[src/rtl/lsu_pkg.sv]
// Shared types and default sizing for the load/store memory-access stage.
package lsu_pkg;
    localparam int LSU_DATA_W  = 16;
    localparam int LSU_ADDR_W  = 16;
    localparam int LSU_REG_W   = 3;
    localparam int LSU_TIMEOUT = 15;
    localparam int LSU_CNT_W   = 8;

    typedef enum logic {
        IDLE = 1'b0,
        WAIT = 1'b1
    } lsu_state_t;

    typedef enum logic {
        LD = 1'b0,
        ST = 1'b1
    } lsu_op_t;
endpackage

[src/rtl/lsu_timeout_ctr.sv]
// Wait-cycle counter: cleared while idle, advances on each unacknowledged wait
// cycle, flags expiry when the last allowed wait cycle is being sampled.
module lsu_timeout_ctr
    import lsu_pkg::*;
#(
    parameter int TIMEOUT = LSU_TIMEOUT
) (
    input  logic clk,
    input  logic rst_n,
    input  logic i_clear,
    input  logic i_en,
    output logic o_expired
);
    localparam logic [LSU_CNT_W-1:0] C_LAST = LSU_CNT_W'(TIMEOUT - 1);

    logic [LSU_CNT_W-1:0] r_count;

    always_ff @(posedge clk or negedge rst_n) begin
        if (!rst_n) begin
            r_count <= '0;
        end else if (i_clear) begin
            r_count <= '0;
        end else if (i_en) begin
            r_count <= r_count + 1'b1;
        end
    end

    assign o_expired = (r_count == C_LAST);
endmodule

[src/rtl/lsu_mem_stage.sv]
// Memory-access stage: issues one req/ack word transaction per load/store,
// stalls the core while it is outstanding and aborts it on a bounded ack wait.
module lsu_mem_stage
    import lsu_pkg::*;
#(
    parameter int DATA_W  = LSU_DATA_W,
    parameter int ADDR_W  = LSU_ADDR_W,
    parameter int REG_W   = LSU_REG_W,
    parameter int TIMEOUT = LSU_TIMEOUT
) (
    input  logic              clk,
    input  logic              rst_n,
    input  logic              op_valid,
    input  logic              op_load,
    input  logic              op_store,
    input  logic [ADDR_W-1:0] op_addr,
    input  logic [DATA_W-1:0] op_wdata,
    input  logic [REG_W-1:0]  op_rd,
    output logic              busy,
    output logic              mem_req,
    output logic              mem_we,
    output logic [ADDR_W-1:0] mem_addr,
    output logic [DATA_W-1:0] mem_wdata,
    input  logic              mem_ack,
    input  logic [DATA_W-1:0] mem_rdata,
    output logic              wb_valid,
    output logic [DATA_W-1:0] wb_data,
    output logic [REG_W-1:0]  wb_reg,
    output logic              st_done,
    output logic              fault
);
    lsu_state_t        r_state;
    lsu_state_t        w_state_next;
    lsu_op_t           r_kind;
    logic              r_mem_we;
    logic [ADDR_W-1:0] r_mem_addr;
    logic [DATA_W-1:0] r_mem_wdata;
    logic [REG_W-1:0]  r_rd;
    logic              r_wb_valid;
    logic [DATA_W-1:0] r_wb_data;
    logic [REG_W-1:0]  r_wb_reg;
    logic              r_st_done;
    logic              r_fault;

    logic w_accept;
    logic w_ctr_clear;
    logic w_ctr_en;
    logic w_expired;
    logic w_wb_valid_next;
    logic w_st_done_next;
    logic w_fault_next;

    lsu_timeout_ctr #(
        .TIMEOUT (TIMEOUT)
    ) u_timeout_ctr (
        .clk       (clk),
        .rst_n     (rst_n),
        .i_clear   (w_ctr_clear),
        .i_en      (w_ctr_en),
        .o_expired (w_expired)
    );

    always_ff @(posedge clk or negedge rst_n) begin
        if (!rst_n) begin
            r_state <= IDLE;
        end else begin
            r_state <= w_state_next;
        end
    end

    always_comb begin
        w_state_next    = r_state;
        w_accept        = 1'b0;
        w_ctr_clear     = 1'b0;
        w_ctr_en        = 1'b0;
        w_wb_valid_next = 1'b0;
        w_st_done_next  = 1'b0;
        w_fault_next    = 1'b0;
        case (r_state)
            IDLE: begin
                w_ctr_clear = 1'b1;
                if (op_valid) begin
                    if (op_load ^ op_store) begin
                        w_accept     = 1'b1;
                        w_state_next = WAIT;
                    end else if (op_load && op_store) begin
                        w_fault_next = 1'b1;
                    end
                end
            end
            WAIT: begin
                // An ack on the expiry cycle still completes normally.
                if (mem_ack) begin
                    w_state_next    = IDLE;
                    w_wb_valid_next = (r_kind == LD);
                    w_st_done_next  = (r_kind == ST);
                end else if (w_expired) begin
                    w_state_next = IDLE;
                    w_fault_next = 1'b1;
                end else begin
                    w_ctr_en = 1'b1;
                end
            end
            default: w_state_next = IDLE;
        endcase
    end

    always_ff @(posedge clk or negedge rst_n) begin
        if (!rst_n) begin
            r_kind      <= LD;
            r_mem_we    <= 1'b0;
            r_mem_addr  <= '0;
            r_mem_wdata <= '0;
            r_rd        <= '0;
            r_wb_valid  <= 1'b0;
            r_wb_data   <= '0;
            r_wb_reg    <= '0;
            r_st_done   <= 1'b0;
            r_fault     <= 1'b0;
        end else begin
            r_wb_valid <= w_wb_valid_next;
            r_st_done  <= w_st_done_next;
            r_fault    <= w_fault_next;
            if (w_accept) begin
                r_kind      <= op_store ? ST : LD;
                r_mem_we    <= op_store;
                r_mem_addr  <= op_addr;
                r_mem_wdata <= op_wdata;
                r_rd        <= op_rd;
            end
            if (w_wb_valid_next) begin
                r_wb_data <= mem_rdata;
                r_wb_reg  <= r_rd;
            end
        end
    end

    // The request is simply "in WAIT", so an async reset drops it at once.
    assign mem_req   = (r_state == WAIT);
    assign busy      = (r_state == WAIT);
    assign mem_we    = r_mem_we;
    assign mem_addr  = r_mem_addr;
    assign mem_wdata = r_mem_wdata;
    assign wb_valid  = r_wb_valid;
    assign wb_data   = r_wb_data;
    assign wb_reg    = r_wb_reg;
    assign st_done   = r_st_done;
    assign fault     = r_fault;
endmodule

[config.mk]
export PLATFORM = sky130hd
export DESIGN_NAME = lsu_mem_stage
export DESIGN_NICKNAME = d
export VERILOG_FILES = /design/src/rtl/lsu_pkg.sv /design/src/rtl/lsu_timeout_ctr.sv /design/src/rtl/lsu_mem_stage.sv
export SDC_FILE = /design/constraint.sdc
export NUM_CORES = 1
export LEC_CHECK = 0
export ABC_CLOCK_PERIOD_IN_PS = 2100
export CAP_MARGIN = 15
export CORE_MARGIN = 10
export CORE_UTILIZATION = 36
export DETAILED_ROUTE_END_ITERATION = 8
export GPL_TIMING_DRIVEN = 0
export PLACE_DENSITY_LB_ADDON = 0.05
export RECOVER_POWER = 50
export SETUP_SLACK_MARGIN = 0.2
export SYNTH_ARGS = -nofsm -noshare
export SYNTH_HDL_FRONTEND = slang
export SYNTH_HIERARCHICAL = 1
export SYNTH_SLANG_ARGS = --single-unit
[constraint.sdc]
create_clock -name clk -period 2.1 [get_ports clk]
set_clock_uncertainty 0.15 [all_clocks]
set_input_delay 0.42 -clock clk [delete_from_list [all_inputs] [get_ports clk]]
set_output_delay 0.42 -clock clk [all_outputs]
set_load 0.02 [all_outputs]
==> results_dict.tcl <==
set metrics [dict create \
    status "finished clean" \
    synth-seq-area-share 0.598 \
    cts_tree "yes" \
    port_buffers 113 \
    dpl.cell_count 389 \
    max_clock_freq_ghz 0.509 \
    clockBufferDepth 2 \
    hold_buffers 0 \
    grt_pass1_vias 1992 \
    core_um2 7650 \
    r2r_cells 8 \
    cp-end-kind "flop" \
    power.total_mw 4.69 \
    cts.sinks 67 \
    setup_viol 0 \
    drc 0 \
    finalMaxSlewViolations 0 \
    power_switching_mw 1.56 \
    totalNegativeSetupSlack_ns 0 \
    ff_latch_area_um2 1680 \
    syn_area_per_cell_um2 16.1 \
    r2r_setup_slack_ns 0.14 \
    synth_cell_types 30 \
    path_cells "ha_2 > nand4b_1 > nor4_2 > nor3b_2 > buf_4 > o21ai_2 > or4_1 > a21oi_2" \
    required_ns 2.22 \
    layout.cells.non_filler 409 \
    worst-path-stages 8 \
    rows 32 \
    grt_overflow 0 \
    fp.dieW_um 108 \
    pin_count 114 \
    ant_nets 0 \
    num-nets-final 362 \
    worstSetupPathType "reg -> reg" \
    critPathLaunch "u_timeout_ctr/r_count[1]" \
    ys_top_cells_by_area "dfrtp_1, mux2_4, mux2_2, buf_12, ha_1" \
    drive_gt1_frac 0.322 \
    clock_latency_ns 0.33 \
    numCtsBuffers 9 \
    initialDrtViolationCount 36 \
    synth_cells 174 \
    clk_pin_slew_ns 0.07 \
    crit_slowest_cell "or4_1" \
    min_path_type "in -> async" \
    vias 1864 \
    grt_pass1_wl_mm 10.5 \
    ys_ff_latch 67 \
    syn_area_um2 2800 \
    antenna_found_initial 0 \
    vdd_drop_max_uv 403 \
    start_util 0.366 \
    cp-start-kind "flop" \
    post-dp-hpwl_mm 4.85 \
    cp_num_buf_inv 1 \
    finalCritPeriodShare 0.935 \
    maxCapViolCount 0 \
    synth-edff-count 0 \
    firstDrtPassIters 2 \
    finalHoldViolCount 0 \
    avgViaCountPerCell 4.56 \
    die_h_um 108 \
    p_per_area_nw_per_um2 1120 \
    gp_congestion 0.740 \
    p_leak_nw 1.97 \
    switching_share 0.333 \
    diodes 0 \
    p_seq_frac 0.400 \
    crit_arrival_ns 2.08 \
    rsz0062_at_grt "true" \
    syn_to_final_growth_pct 49.2 \
    cp_max_fo 4 \
    p_int_mw 3.13 \
    multiInputGateArea_um2 1040 \
    synth_flop_cell "dfrtp_1" \
    crit_family "simple AND/OR/NAND/NOR gates" \
    fillers 657 \
    synth_nets 234 \
    synthArstFlopShare 1.00 \
    synth_top_area_cell "dfrtp_1" \
    pwr-share-clk 0.226 \
    max_stage_delay_ns 0.43 \
    slew_headroom 0.447 \
    grt_max_degree 68 \
    root_buffer "clkbuf_8" \
    avgRoutedWirePerCell_um 16.6 \
    dieArea_um2 11700 \
    htree_levels 3 \
    synth_warnings 6 \
    reg2reg_to "u_timeout_ctr/r_count[7]" \
    synth_top_area_frac 0.598 \
    p_comb_frac 0.374 \
    r2r_start "u_timeout_ctr/r_count[1]" \
    drt_wl_total_mm 6.80 \
    track_usage 0.115 \
    fin_crit_ns 1.96 \
    worst_pin_slew_ns 0.829 \
]
through the flow:
stage	cell area, um^2	setup slack [ns]	util	hold WS [ns]
after global placement	4090	-1.94	0.534	0.336
after global routing	4180	-0.0221	0.547	0.0992
after CTS	4300	0.117	0.563	0.0690
after floorplan	2830	0.129	-	-0.0256
final	4180	0.137	0.547	0.0438
after detailed placement	4080	-0.173	0.534	0.342
how the worst max path moves through the flow:
stage / to / slack (ns)
floorplan: u_timeout_ctr/r_count[6] / 0.13
global placement: mem_addr[13] / -1.94
detailed placement: u_timeout_ctr/r_count[6] / -0.17
CTS: u_timeout_ctr/r_count[7] / 0.12
global route: u_timeout_ctr/r_count[4] / -0.02
finish: u_timeout_ctr/r_count[7] / 0.14
final cells by class:
type	count	share of cell area
Sequential cell	67	0.402
Multi-Input combinational cell	94	0.250
Timing Repair Buffer	117	0.242
Clock buffer	11	0.0338
Tap cell	102	0.0305
Buffer	9	0.0263
Clock inverter	5	0.0126
Inverter	4	0.00359
synth_stat cells, drive strengths merged, types with 2 or more instances:
| cell type | count |
|---|---|
| inv | 4 |
| xor2 | 3 |
| dfrtp | 67 |
| ha | 3 |
| nor2 | 5 |
| nand3b | 2 |
| mux2 | 55 |
| or4 | 2 |
| nand2 | 3 |
| nand3 | 3 |
| o21ai | 2 |
| o31ai | 2 |
| a21oi | 3 |
| nand4 | 2 |
| buf | 9 |
metal layers:
metal,part of all wire,vias to the layer above,track usage
met1,0.44,910,0.141
met2,0.44,76,0.168
li1,-,868,-
met4,0.014,0,0.0534
met5,0,-,0
met3,0.10,10,0.0547
power by group through the flow:
stage,logic [mW],clock network (mW),registers [mW]
finish,1.75,1.06,1.88
CTS,2.04,1.10,1.88
global route,1.87,1.16,1.92
floorplan,0.566,0,2.37
detailed placement,2.06,0,1.91
global placement,2.06,0,1.89
cells by family after synthesis:
family | synth area share
buffers and inverters | 0.0437
AO/OA/AOI/OAI | 0.0192
multiplexers | 0.260
flip-flops | 0.598
adder cells (fa/ha/maj) | 0.0134
XOR/XNOR | 0.0125
AND/OR/NAND/NOR | 0.0531
placed cells by master, fill, tap and decap left out, types with 2 or more instances in the layout:
cell             instances
nand3_2                  2
mux2_2                  26
mux2_4                  29
o31ai_1                  2
inv_1                    4
nor2_1                   5
dfrtp_2                  3
dfrtp_1                 64
buf_4                    7
clkinv_2                 3
buf_12                   3
dlymetal6s2s_1          12
clkbuf_8                10
clkdlybuf4s50_1         61
ha_1                     2
nand2_1                  2
or4_1                    2
nand4_1                  2
xor2_1                   3
dlygate4sd2_1           12
a21oi_2                  3
clkbuf_1                28
repair_timing:
action	CTS	global route
gates resized for setup	17	41
buffers inserted	4	0
endpoints found under the setup margin	19	54
pin swaps	3	1
(Power assumes the default switching activity.)
